`config.mk`:
```
export PLATFORM = sky130hd
export DESIGN_NAME = pwm_fade_ctrl
export DESIGN_NICKNAME = d
export VERILOG_FILES = /design/src/rtl/pwm_pkg.sv /design/src/rtl/pwm_fade_ctrl.sv
export SDC_FILE = /design/constraint.sdc
export NUM_CORES = 1
export LEC_CHECK = 0
export ABC_AREA = 0
export CORE_UTILIZATION = 55
export DETAILED_ROUTE_END_ITERATION = 8
export PLACE_DENSITY = 0.9
export SLEW_MARGIN = 5
export SYNTH_ARGS = -nofsm -noshare
export SYNTH_HDL_FRONTEND = slang
export SYNTH_SLANG_ARGS = --single-unit
export TNS_END_PERCENT = 50
```
`constraint.sdc`:
```
create_clock -name pwm_clk -period 11.7 [get_ports pwm_clk]
set_input_delay 1.17 -clock pwm_clk [delete_from_list [all_inputs] [get_ports pwm_clk]]
set_output_delay 1.17 -clock pwm_clk [all_outputs]
set_load 0.01 [all_outputs]
```
`src/rtl/pwm_pkg.sv`:
```
// +-----------------------------------------------------------------+
// | pwm_pkg : shared PWM types and widths                           |
// | Rev 1.0 : initial release                                       |
// +-----------------------------------------------------------------+
`default_nettype none

package pwm_pkg;

  localparam int PWM_WIDTH = 8;

  typedef enum logic [1:0] {
    ST_IDLE = 2'd0,
    ST_RAMP = 2'd1,
    ST_DONE = 2'd2
  } fade_state_e;

endpackage

`default_nettype wire

```
`src/rtl/pwm_fade_ctrl.sv`:
```
// +-----------------------------------------------------------------+
// | pwm_fade_ctrl : steps the PWM duty toward a target, one step    |
// |                 per qualifying PWM period                       |
// | Rev 1.0 : initial release                                       |
// +-----------------------------------------------------------------+
`default_nettype none

module pwm_fade_ctrl
  import pwm_pkg::*;
#(
  parameter int WIDTH = PWM_WIDTH
) (
  input  logic             pwm_clk,
  input  logic             pwm_reset,
  input  logic             cmd_valid,
  output logic             cmd_ready,
  input  logic [WIDTH-1:0] cmd_target,
  input  logic [WIDTH-1:0] cmd_step,
  input  logic [WIDTH-1:0] cmd_hold,
  input  logic             cmd_abort,
  input  logic [WIDTH-1:0] pwm_range,
  input  logic             pwm_period,
  output logic [WIDTH-1:0] pwm_value,
  output logic             busy,
  output logic             done
);

  localparam logic [WIDTH-1:0] ONE_W  = {{(WIDTH-1){1'b0}}, 1'b1};
  localparam logic [WIDTH-1:0] ZERO_W = '0;

  fade_state_e      state_q, state_d;
  logic [WIDTH-1:0] value_q, value_d;
  logic [WIDTH-1:0] target_q, target_d;
  logic [WIDTH-1:0] step_q, step_d;
  logic [WIDTH-1:0] hold_q, hold_d;
  logic [WIDTH-1:0] hold_cnt_q, hold_cnt_d;
  logic             done_q;

  // One step toward tgt, saturating at tgt; the extra bit keeps the
  // sum/difference from wrapping before the clamp.
  function automatic logic [WIDTH-1:0] step_toward(
    input logic [WIDTH-1:0] cur,
    input logic [WIDTH-1:0] stp,
    input logic [WIDTH-1:0] tgt
  );
    logic        [WIDTH:0] up_sum;
    logic signed [WIDTH:0] dn_diff;
    up_sum  = {1'b0, cur} + {1'b0, stp};
    dn_diff = $signed({1'b0, cur}) - $signed({1'b0, stp});
    if (tgt >= cur) begin
      step_toward = (up_sum > {1'b0, tgt}) ? tgt : up_sum[WIDTH-1:0];
    end else begin
      step_toward = (dn_diff < $signed({1'b0, tgt})) ? tgt : dn_diff[WIDTH-1:0];
    end
  endfunction

  always_comb begin
    state_d    = state_q;
    value_d    = value_q;
    target_d   = target_q;
    step_d     = step_q;
    hold_d     = hold_q;
    hold_cnt_d = hold_cnt_q;
    case (state_q)
      ST_IDLE: begin
        if (cmd_valid) begin
          target_d   = (cmd_target > pwm_range) ? pwm_range : cmd_target;
          step_d     = (cmd_step == ZERO_W) ? ONE_W : cmd_step;
          hold_d     = cmd_hold;
          hold_cnt_d = ZERO_W;
          state_d    = ST_RAMP;
        end
      end
      ST_RAMP: begin
        // Abort outranks both completion and a coincident step.
        if (cmd_abort) begin
          state_d = ST_IDLE;
        end else if (value_q == target_q) begin
          state_d = ST_DONE;
        end else if (pwm_period) begin
          if (hold_cnt_q == hold_q) begin
            value_d    = step_toward(value_q, step_q, target_q);
            hold_cnt_d = ZERO_W;
            if (value_d == target_q) begin
              state_d = ST_DONE;
            end
          end else begin
            hold_cnt_d = hold_cnt_q + ONE_W;
          end
        end
      end
      ST_DONE: state_d = ST_IDLE;
      default: state_d = ST_IDLE;
    endcase
  end

  always_ff @(posedge pwm_clk) begin
    if (pwm_reset) begin
      state_q    <= ST_IDLE;
      value_q    <= ZERO_W;
      target_q   <= ZERO_W;
      step_q     <= ONE_W;
      hold_q     <= ZERO_W;
      hold_cnt_q <= ZERO_W;
      done_q     <= 1'b0;
    end else begin
      state_q    <= state_d;
      value_q    <= value_d;
      target_q   <= target_d;
      step_q     <= step_d;
      hold_q     <= hold_d;
      hold_cnt_q <= hold_cnt_d;
      done_q     <= (state_d == ST_DONE);
    end
  end

  assign cmd_ready = (state_q == ST_IDLE);
  assign busy      = (state_q == ST_RAMP);
  assign pwm_value = value_q;
  assign done      = done_q;

endmodule

`default_nettype wire

```
### Word-level counts from Yosys, hierarchy flattened

Cells that the tools add are included.

* bits in registers: 43
* input bits: 37
* word-level logic and storage cells: 54

* add/sub/neg operators: 3
* magnitude comparators: 4
* equality and inequality tests: 9
* multiplexer cells: 23
* bitwise operators: 2
* reduce and logical (&&, ||, !) cells: 6

Operators by type and width (number)
* 8-bit two-way mux: 15
* 8-bit == test: 3
* 8-bit case mux with 2 select lines: 1
* 2-bit two-way mux: 6
* 5-bit AND reduction: 2
* 8-bit by 8-bit adder with 9-bit output: 1
* 9-bit by 8-bit > comparator with 1-bit output: 1
* 9-bit < comparator: 1
* 8-bit by 8-bit subtractor with 9-bit output: 1
* 8-bit by 1-bit adder with 8-bit output, second input constant: 1
* 8-bit greater-or-equal comparator: 1
* 8-bit > comparator: 1
* 8-bit logical NOT: 1
* 2-bit inequality test, second input constant: 4
* 2-bit case mux with 2 select lines: 1
* 2-bit by 1-bit == test with 1-bit output, second input constant: 1
* 2-bit == test, second input constant: 1
* 2-bit logical NOT: 1
* 1-bit inverter: 2
* 2-bit AND reduction: 1
* 2-bit nonzero test: 1

### Longest topological paths before layout

Gate-level depths: netlist (run 1).

* depth after elaboration: 17
* gate-level depth with buffers: 19

### Least setup slack after synthesis (run 1)

OpenSTA, ideal clock, no wires.

* path kind: register to register
* from: reg value_q[0], in the netlist pwm_value[0]
* to: reg done_q, in the netlist done
* setup time: 0.103 ns
* arrival time: 3.833 ns
* required time: 11.597 ns
* setup slack: 7.763 ns
* stages on the path, launching flop included: 19
* path buffers: 1
* clock period less this slack: 3.937 ns
* cell sequence: dfxtp_1 -> inv_1 -> ha_1 -> inv_1 -> fa_1 -> a211oi_2 -> o21bai_1 -> a21oi_1 -> xnor2_1 -> ha_1 -> a2111oi_0 -> o21ai_0 -> o211ai_1 -> a311o_1 -> buf_2 -> o22ai_2 -> a2111oi_4 -> o2111ai_2 -> a2111oi_2

* cells in the longest elaborated chain, start to end: 17
* elaborated cells on any way between the ends: 22
* those cells by class: 2 x add/sub; 3 x order compare; 3 x eq/ne; 14 x mux

Ends and longest elaborated chain
* start: declaration: line pwm_fade_ctrl.sv:32 `logic [WIDTH-1:0] value_q, value_d;`
* start signal: assignment: line pwm_fade_ctrl.sv:108 `value_q <= value_d;`
* 8-bit by 8-bit subtractor with 9-bit output / 8-bit by 8-bit adder with 9-bit output (equally long branches): line pwm_fade_ctrl.sv:49, pwm_fade_ctrl.sv:48
* 9-bit < comparator / 9-bit by 8-bit > comparator with 1-bit output (equally long branches): line pwm_fade_ctrl.sv:53, pwm_fade_ctrl.sv:51
* 8-bit two-way mux, on equally long branches: line pwm_fade_ctrl.sv:53, pwm_fade_ctrl.sv:51
* 8-bit two-way mux: line pwm_fade_ctrl.sv:50 `if (tgt >= cur) begin`
* 8-bit two-way mux: line pwm_fade_ctrl.sv:81 `if (hold_cnt_q == hold_q) begin`
* 8-bit two-way mux: line pwm_fade_ctrl.sv:80 `end else if (pwm_period) begin`
* 8-bit two-way mux: line pwm_fade_ctrl.sv:78 `end else if (value_q == target_q) begin`
* 8-bit two-way mux: line pwm_fade_ctrl.sv:76 `if (cmd_abort) begin`
* 8-bit two-way mux: line pwm_fade_ctrl.sv:64 `case (state_q)`
* 8-bit == test: line pwm_fade_ctrl.sv:84 `if (value_d == target_q) begin`
* 2-bit two-way mux: line pwm_fade_ctrl.sv:84
* 2-bit two-way mux: line pwm_fade_ctrl.sv:81
* 2-bit two-way mux: line pwm_fade_ctrl.sv:80
* 2-bit two-way mux (*): line pwm_fade_ctrl.sv:78
* 2-bit two-way mux (*): line pwm_fade_ctrl.sv:76
* 2-bit case mux with 2 select lines (*): line pwm_fade_ctrl.sv:64
* 2-bit == test (*): line pwm_fade_ctrl.sv:113 `done_q <= (state_d == ST_DONE);`
* end signal: assignment: line pwm_fade_ctrl.sv:113
* end: declaration: line pwm_fade_ctrl.sv:37 `logic done_q;`

Every way passes the cells marked *; elsewhere a longest branch is shown, timed or not. The select of a mux whose other input is x is not followed.
A chain may end at the register's enable or synchronous reset.

### Final worst setup path (run 1)

* from: reg value_q[1], in the netlist pwm_value[1]
* to: reg done_q, in the netlist done

Same word-level chain as after synthesis.

==> flow_summary.toml, run 1 <==
[cts]
cts.sinks = 43
cts_tree = "done"
numCtsBuffers = 5
cts_setup_buffers = 0
htree_levels = 2
cts_resized = 0
clk_latency_ps = 300
clockBufferDepth = 2
postCtsHoldBufs = 0
root_buffer = "clkbuf_8"
clkSlewWorstSetupHoldPaths_ps = 90

[logic_synthesis]
synth_top_family_by_area = "compound AO/OA/AOI/OAI gates"
synthAdderAreaFrac = 0.171
synth.area.top_cells = "dfxtp_1 23%, ha_1 16%, nand2_1 5.5%, a21oi_1 4.8%, xor2_1 4.2%"
synthFlopType = "dfxtp_1"
syn_inst = 460
synthSimpleGateAreaFrac = 0.178
synth_xor_area_frac = 0.0817
syn_area_per_cell_sq_um = 8.12
synth_edf_count = 0
synth_compound_area_frac = 0.248
ys_warn_count = 0
seq_area_frac_synth = 0.230
ys_ff_latch = 43
synth_mux_area_frac = 0.0295
syn-cell-area_sq_um = 3740
syn_nets = 547
yosysTopAreaCellShare = 0.230
synthArstFlopShare = 0
yosysTopAreaCell = "dfxtp_1"
yosys.cell_types.count = 59

[power_and_ir_drop]
ir_worst_vdd_mv = 0.0974
power_w = 0.000457
p_leak_nw = 1.79
power_density_nw_per_um2 = 106

[global_route]
grt_use_met2 = 0.487
grt_pass1_wl_um = 15900
antenna_found_initial = 0
grt_util_all_layers = 0.276
grt_max_degree = 34
grt_use_met1 = 0.347
overflow = 0
grt_pass1_vias = 3371
gr-usage-met3 = 0.0383
top_usage_layer = "met2"

[floorplan]
die-area_sq_um = 7130
io_pins = 48
die_h_um = 84.4
start_util = 0.578
fp.coreArea_sq_um = 6460
rows = 29
die_x_um = 84.4

[critical_path]
reg2reg_setup_slack_ps = 6900
cp-start-kind = "flop"
regToRegStartpoint = "pwm_value[1]"
path_max_fanout = 18
endpoint_kind = "flop"
crit_required_ps = 11890
r2r_cells = 14
reg2reg_to = "done"
critical_path_arrival_ps = 4990
crit_start = "pwm_value[1]"
crit_type = "flop to flop"

[layout]
n_antenna_cell = 0
drive_gt1_frac = 0.0402
final_cell_mix = "55 x nand2_1, 48 x ha_1, 47 x clkdlybuf4s50_1"
finalNetCount = 584
area_growth_syn_to_layout_pct = 15.7
nFillCells = 558
layout_commonest_cell = "nand2_1"

[flow_run]
max_cap_violations = 0

[sta]
maxSlewViolCount = 0
max_freq_mhz = 208
rsz0062_at_grt = "no"
timing.setup.tns_ps = 0
setup_viol = 0
period_share = 0.410
finClkSkew_ps = 9.21
hold_ws_ps = 474
fin_ws_ps = 6900
layout_min_cycle_time_ps = 4800
worst_pin_slew_ps = 1120
hold_viol = 0
max_slew_margin = 0.253

[placed_design]
place.gp.congestion = 0.916
dp_hpwl_um = 7660
io_buffer_count = 47
dp_slack_ps = 7040

[hold_path]
hold_path.class = "flop to flop"
holdPathEnd = "hold_q[4]"
worstHoldStart = "hold_q[4]"
holdPathStages = 2

[detailed_routing]
ant_nets = 0
drc_errors = 0
num_vias = 3532
drt_pass1_iterations = 6
wl_per_cell_um = 17.0
viasPerCell = 6.14
drt_iter0_drc = 212
drt-total-wl_um = 9790

[run_status]
status = "complete, no violations"
[final cells by class]
type,instances,area (sq um),area share
clock buffer,6,72.6,0.0168
clock inverter,2,12.5,0.00289
inverter,41,154,0.0356
multi-input combinational,358,2650,0.613
sequential,43,861,0.199
tap,77,96.3,0.0223
timing repair buffer,48,478,0.111
[state kept, by name, summed over array words and instances, names as in the netlist]
name and cells:
target_q 8, pwm_value 8, state_q 2, hold_q 8
step_q 8, done 1, hold_cnt_q 8
[report_power, final]
part | switching (W) | internal (W) | total (W)
Combinational | 0.000111 | 0.0000838 | 0.000195
Clock | 0.0000535 | 0.0000418 | 0.0000953
Sequential | 0.0000119 | 0.000155 | 0.000167
[synth_stat cells, drive strengths merged (2+ instances only)]
cell and instances:
nor2b 6, o22ai 7, a21oi 36, a21o 4, o311ai 2, ha 48, a211oi 16, nor3b 3
o21bai 4, nor2 32, nand4 4, nand2 55, xnor2 16, clkbuf 14, and2 2, mux2i 11
o21a 5, buf 4, nand2b 9, o211ai 5, dfxtp 43, xor2 18, or4 2, o221ai 2
o21ai 7, a21boi 3, fa 2, a311o 7, nor4 4, a2111oi 5, o2111ai 2, nand3 9
a31oi 4, and3 2, a221o 2, and4 2, inv 41, a211o 5, nor3 5
[cell families after synthesis]
| group | after synthesis |
|---|---|
| buffers and inverters | 59 |
| flip-flops | 43 |
| AO/OA/AOI/OAI | 124 |
| AND/OR/NAND/NOR | 139 |
| XOR/XNOR | 34 |
| multiplexers | 11 |
| adder cells (fa/ha/maj) | 50 |
[layer usage]
metal  up-vias  share of wire
li1       1725              -
met1      1642           0.44
met2       130           0.48
met3        35          0.055
met4         0          0.034
met5         -              0
[how the worst max path moves through the flow]
| stage | to | depth (start not counted) |
|---|---|---|
| 2_1_floorplan | done | 18 |
| 3_3_place_gp | state_q[1] | 17 |
| 3_5_place_dp | done | 17 |
| 4_1_cts | done | 17 |
| 5_1_grt | done | 17 |
| 6_report | done | 14 |
[worst max-delay path, cell delays in order, from the launching register on]
cell and delay [ps]:
dfxtp_1 550, ha_1 300, nor2b_1 140, o31ai_1 410, a21boi_0 180, o21ba_2 290
ha_1 200, a2111oi_0 410, o21ai_0 180, o211ai_1 210, a311o_1 600, o32ai_1 260
a2111oi_4 370, o2111ai_2 200, a2111oi_2 370
[through the flow]
stage / cell area, sq um / util / cells
floorplan: 3740 / - / 460
global placement: 4240 / 0.656 / 567
detailed placement: 4240 / 0.656 / 567
CTS: 4320 / 0.669 / 575
global route: 4320 / 0.669 / 575
finish: 4320 / 0.669 / 575
Note: power is estimated with default switching activity, not from simulation.
==> run 2: changes to the inputs <==
--- a/config.mk
+++ b/config.mk
@@ -6,9 +6,9 @@
 export NUM_CORES = 1
 export LEC_CHECK = 0
 export ABC_AREA = 0
-export CORE_UTILIZATION = 55
+export CORE_UTILIZATION = 51
 export DETAILED_ROUTE_END_ITERATION = 8
-export PLACE_DENSITY = 0.9
+export PLACE_DENSITY = 0.88
 export SLEW_MARGIN = 5
 export SYNTH_ARGS = -nofsm -noshare
 export SYNTH_HDL_FRONTEND = slang
==> constraint.sdc (replaced) <==
create_clock -name pwm_clk -period 4.35 [get_ports pwm_clk]
set_input_delay 0.435 -clock pwm_clk [delete_from_list [all_inputs] [get_ports pwm_clk]]
set_output_delay 0.435 -clock pwm_clk [all_outputs]
set_load 0.01 [all_outputs]
==> run 2 against run 1 <==
Net effect: via count rose by 3.8%; sequential share of layout area fell by 0.67 points; cell count rose by 5.7%; cell area rose by 3.6%; sequential power rose to 2.7 times the previous value; worst setup slack got worse by 6600 ps; non-clock buffer count rose by 14; wire length rose by 7.4%; combinational power rose to 2.9 times the previous value.
==> flow_summary.toml, run 2 (same netlist as run 1, synthesis figures left out) <==
[power_and_ir_drop]
power_w = 0.00127
p_clk_frac = 0.202
seq_power_share = 0.353
pwr-share-comb = 0.445
switching_power_w = 0.000493
ir_worst_vdd_mv = 0.224
power_density_nw_per_um2 = 283
p_leak_nw = 1.86
p_int_w = 0.000777
p_sw_frac = 0.388

[layout]
final_area_sq_um = 4480
nFillCells = 590
final_cell_mix = "55 x nand2_1, 48 x ha_1, 47 x clkdlybuf4s50_1"
final_cells = 608
layout_commonest_cell = "nand2_1"
area_growth_syn_to_layout_pct = 19.9
drive_gt1_frac = 0.0781
finalNetCount = 598
n_antenna_cell = 0

[floorplan]
die_h_um = 87.6
io_pins = 48
rows = 30
die_x_um = 87.6
fp.coreArea_sq_um = 6940
die-area_sq_um = 7670
start_util = 0.538

[hold_path]
holdPathEnd = "hold_q[3]"
worstHoldStart = "hold_q[3]"
hold_path.class = "flop to flop"
holdPathStages = 2

[detailed_routing]
wl_per_cell_um = 17.3
drt-total-wl_um = 10500
num_vias = 3665
drt_iter0_drc = 297
drc_errors = 0
viasPerCell = 6.03
drt_pass1_iterations = 6
ant_nets = 0

[critical_path]
regToRegStartpoint = "pwm_value[0]"
r2r_cells = 18
crit_required_ps = 4550
reg2reg_setup_slack_ps = 270
path_max_fanout = 9
crit_type = "flop to flop"
cp-start-kind = "flop"
reg2reg_to = "done"
endpoint_kind = "flop"
critical_path_arrival_ps = 4280

[placed_design]
dp_cells = 597
placed_area_sq_um = 4340
dp_hpwl_um = 8160
dp_slack_ps = -2.52
place.gp.congestion = 1.01
io_buffer_count = 47

[global_route]
overflow = 0
antenna_found_initial = 0
grt_pass1_wl_um = 16800
grt_util_all_layers = 0.281
grt_max_degree = 33
grt_pass1_vias = 3549

[sta]
worst_pin_slew_ps = 748
fin_ws_ps = 273
finClkSkew_ps = 8.85
maxSlewViolCount = 0
period_share = 0.937
hold_viol = 0
max_slew_margin = 0.500
hold_ws_ps = 472
rsz0062_at_grt = "no"
max_freq_mhz = 245
layout_min_cycle_time_ps = 4080
setup_viol = 0

[flow_run]
max_cap_violations = 0

[cts]
cts.sinks = 43
clkSlewWorstSetupHoldPaths_ps = 90
numCtsBuffers = 5
postCtsHoldBufs = 0
root_buffer = "clkbuf_8"
clk_latency_ps = 300
cts_tree = "done"
htree_levels = 2
clockBufferDepth = 2

[run_status]
status = "complete, no violations"
## run 2: worst max path at each step
stage	startpoint	endpoint	slack [ps]	cells after the start
6_report	pwm_value[0]	done	270	18
5_1_grt	pwm_value[0]	state_q[1]	9	18
4_1_cts	pwm_value[0]	done	6	18
3_5_place_dp	pwm_value[0]	done	-3	18
3_3_place_gp	pwm_value[0]	done	200	18
2_1_floorplan	pwm_value[0]	done	410	18
## run 2: cell type report
type | instances | area (sq um) | share of cell area
clock inverters | 2 | 12.5 | 0.00279
well taps | 96 | 120 | 0.0268
multi-input cells | 358 | 2680 | 0.597
flip-flops and latches | 43 | 862 | 0.192
inverters | 41 | 154 | 0.0344
repair buffers | 62 | 583 | 0.130
clock buffers | 6 | 72.6 | 0.0162
## run 2: layer usage
layer	up-vias	wire (um)	track usage	share of wire
met1	1712	4390	0.343	0.42
met4	0	523	0.156	0.050
li1	1757	-	-	-
met2	153	5090	0.483	0.48
met5	-	0	0	0
met3	43	512	0.0330	0.049
## run 2: what timing repair did
action | CTS | global route
setup buffers | 1 | 2
pin swaps | 2 | 8
endpoints found under the setup margin | 2 | 3
hold endpoints to repair | 0 | 0
gates resized for setup | 1 | 7
## run 2: worst max-delay path, cell delays in order (launching register included)
cell,delay [ps]
dfxtp_2,350
inv_1,60
ha_1,160
inv_1,60
fa_2,360
a211oi_2,250
o21bai_1,110
a21oi_1,190
xnor2_1,170
ha_1,300
a2111oi_2,300
o21ai_1,110
o211ai_1,180
a311o_1,160
buf_4,160
o32ai_1,140
a2111oi_4,370
o2111ai_2,200
a2111oi_2,350
## run 2: stage by stage
stage          utilization  TNS (ps)
2_1_floorplan            -         0
3_3_place_gp         0.626         0
3_5_place_dp         0.626     -2.52
4_1_cts              0.639         0
5_1_grt              0.645         0
6_report             0.645         0
## run 2: power by group through the flow
| stage | registers (W) | logic, W | clock network [W] |
|---|---|---|---|
| global route | 0.000451 | 0.000617 | 0.000280 |
| detailed placement | 0.000456 | 0.000534 | 0 |
| finish | 0.000448 | 0.000565 | 0.000257 |
| CTS | 0.000446 | 0.000541 | 0.000258 |
| floorplan | 0.000447 | 0.000383 | 0 |
| global placement | 0.000454 | 0.000515 | 0 |
==> run 3: changes to the inputs <==
--- a/config.mk
+++ b/config.mk
@@ -6,9 +6,9 @@
 export NUM_CORES = 1
 export LEC_CHECK = 0
 export ABC_AREA = 0
-export CORE_UTILIZATION = 51
+export CORE_UTILIZATION = 34
 export DETAILED_ROUTE_END_ITERATION = 8
-export PLACE_DENSITY = 0.88
+export PLACE_DENSITY = 0.66
 export SLEW_MARGIN = 5
 export SYNTH_ARGS = -nofsm -noshare
 export SYNTH_HDL_FRONTEND = slang
==> run 3 against run 2 <==
Net effect: flip-flop and latch count is the same; non-clock buffer count shrank 2; clock skew grew 3.1 ps; die area grew 49%; sequential power is essentially flat; sequential share of layout area shrank 0.22 points; clock-buffer cell count shrank 1; global-route usage shrank 9.4 points.
==> flow_summary.toml, run 3 (same netlist as run 1, synthesis figures left out) <==
[cts]
cts.sinks = 43
numCtsBuffers = 5
clockBufferDepth = 2
root_buffer = "clkbuf_8"
cts_tree = "done"
htree_levels = 2
clk_latency_ps = 310
postCtsHoldBufs = 0
clkSlewWorstSetupHoldPaths_ps = 100

[layout]
final_cells = 646
drive_gt1_frac = 0.0824
multiInputGateArea_sq_um = 2680
seq_area_sq_um = 863
area_growth_syn_to_layout_pct = 21.4
nFillCells = 1047
layout_commonest_cell = "nand2_1"
n_antenna_cell = 0
final_cell_mix = "55 x nand2_1, 48 x ha_1, 47 x clkdlybuf4s50_1"
finalNetCount = 596

[sta]
period_share = 0.938
setup_viol = 0
maxSlewViolCount = 0
max_slew_margin = 0.539
timing.setup.tns_ps = 0
hold_ws_ps = 474
hold_viol = 0
finClkSkew_ps = 12.0
max_freq_mhz = 245
worst_pin_slew_ps = 690
layout_min_cycle_time_ps = 4080

[run_status]
status = "complete, no violations"

[floorplan]
die-area_sq_um = 11400
start_util = 0.356
rows = 37
fp.coreArea_sq_um = 10500
io_pins = 48
die_x_um = 107
die_h_um = 107

[placed_design]
dp_hpwl_um = 8190
place.gp.congestion = 0.913
io_buffer_count = 47
dp_cells = 636

[power_and_ir_drop]
p_clk_frac = 0.216
power_density_nw_per_um2 = 287
p_leak_nw = 1.87
seq_power_share = 0.343
ir_worst_vdd_mv = 0.172
switching_power_w = 0.000515
power_w = 0.00130
pwr-share-comb = 0.441
p_int_w = 0.000788
p_sw_frac = 0.395

[critical_path]
crit_required_ps = 4540
endpoint_kind = "flop"
critical_path_arrival_ps = 4260
critPathSlowestCell = "or4_1"
crit_type = "flop to flop"
path_max_fanout = 13
cpPeakStageDelay_ps = 440
crit_path_cell_trace = "inv_1, ha_1, inv_1, fa_2, a211oi_2, buf_4, buf_4, nor2_1, xor2_1, ha_1, o2111ai_1, a31oi_1, o211ai_1, a311o_2, buf_6, or4_1, a21boi_2, o2111ai_2, a2111oi_2"
cp-start-kind = "flop"

[global_route]
grt_pass1_vias = 3498
antenna_found_initial = 0
grt_util_all_layers = 0.187
overflow = 0
grt_pass1_wl_um = 17000
grt_max_degree = 33

[detailed_routing]
drt_iter0_drc = 187
drt-total-wl_um = 10200
drc_errors = 0
viasPerCell = 5.33
wl_per_cell_um = 15.8
num_vias = 3446
drt_pass1_iterations = 4
ant_nets = 0

[hold_path]
hold_path.class = "flop to flop"

[flow_run]
max_cap_violations = 0
run 3: per-layer routing:
layer	GRT usage	routed length [um]
met3	0.0213	334
met4	0.0656	312
met5	0	0
met1	0.233	4660
met2	0.333	4890
run 3: power groups by stage:
stage | clock network [W] | logic [W] | registers (W)
after detailed placement | 0 | 0.000548 | 0.000456
final | 0.000282 | 0.000574 | 0.000447
after global placement | 0 | 0.000537 | 0.000457
after global routing | 0.000305 | 0.000638 | 0.000451
after floorplan | 0 | 0.000383 | 0.000447
after CTS | 0.000289 | 0.000553 | 0.000447
run 3: stage by stage:
step	instance area, sq um	setup WS, ps	utilization
after CTS	4490	49.9	0.427
after floorplan	3740	413	-
after global routing	4540	-13.4	0.432
after global placement	4390	130	0.417
after detailed placement	4390	-30.6	0.417
final	4540	272	0.432
run 3: worst max-delay path, delay by kind of cell, from the launching register on:
kind / cells / cell delay (ps)
compound gates: 8 / 1530
flops: 1 / 350
simple gates: 2 / 510
buf+inv: 5 / 540
xor+xnor: 1 / 170
fa+ha+maj: 3 / 860
run 3: timing repair:
item,in CTS,in global routing
buffers inserted,0,2
gates cloned,0,0
setup endpoints to repair,2,7
pin swaps,0,8
resized for setup,2,10
run 3: path summary, 6_finish.rpt:
check,slack (ps),end,start,depth (start not counted)
max,270,done,pwm_value[0],19
min,470,hold_q[5],hold_q[5],2
max reg2reg,270,done,pwm_value[0],19
min reg2reg,470,hold_q[5],hold_q[5],2
run 3: area by class of cell:
class                      count  share of cell area
multi-input combinational    358               0.591
sequential                    43               0.190
inverter                      41              0.0339
timing repair buffer          60               0.126
clock inverter                 3             0.00579
clock buffer                   5              0.0152
tap                          136              0.0375
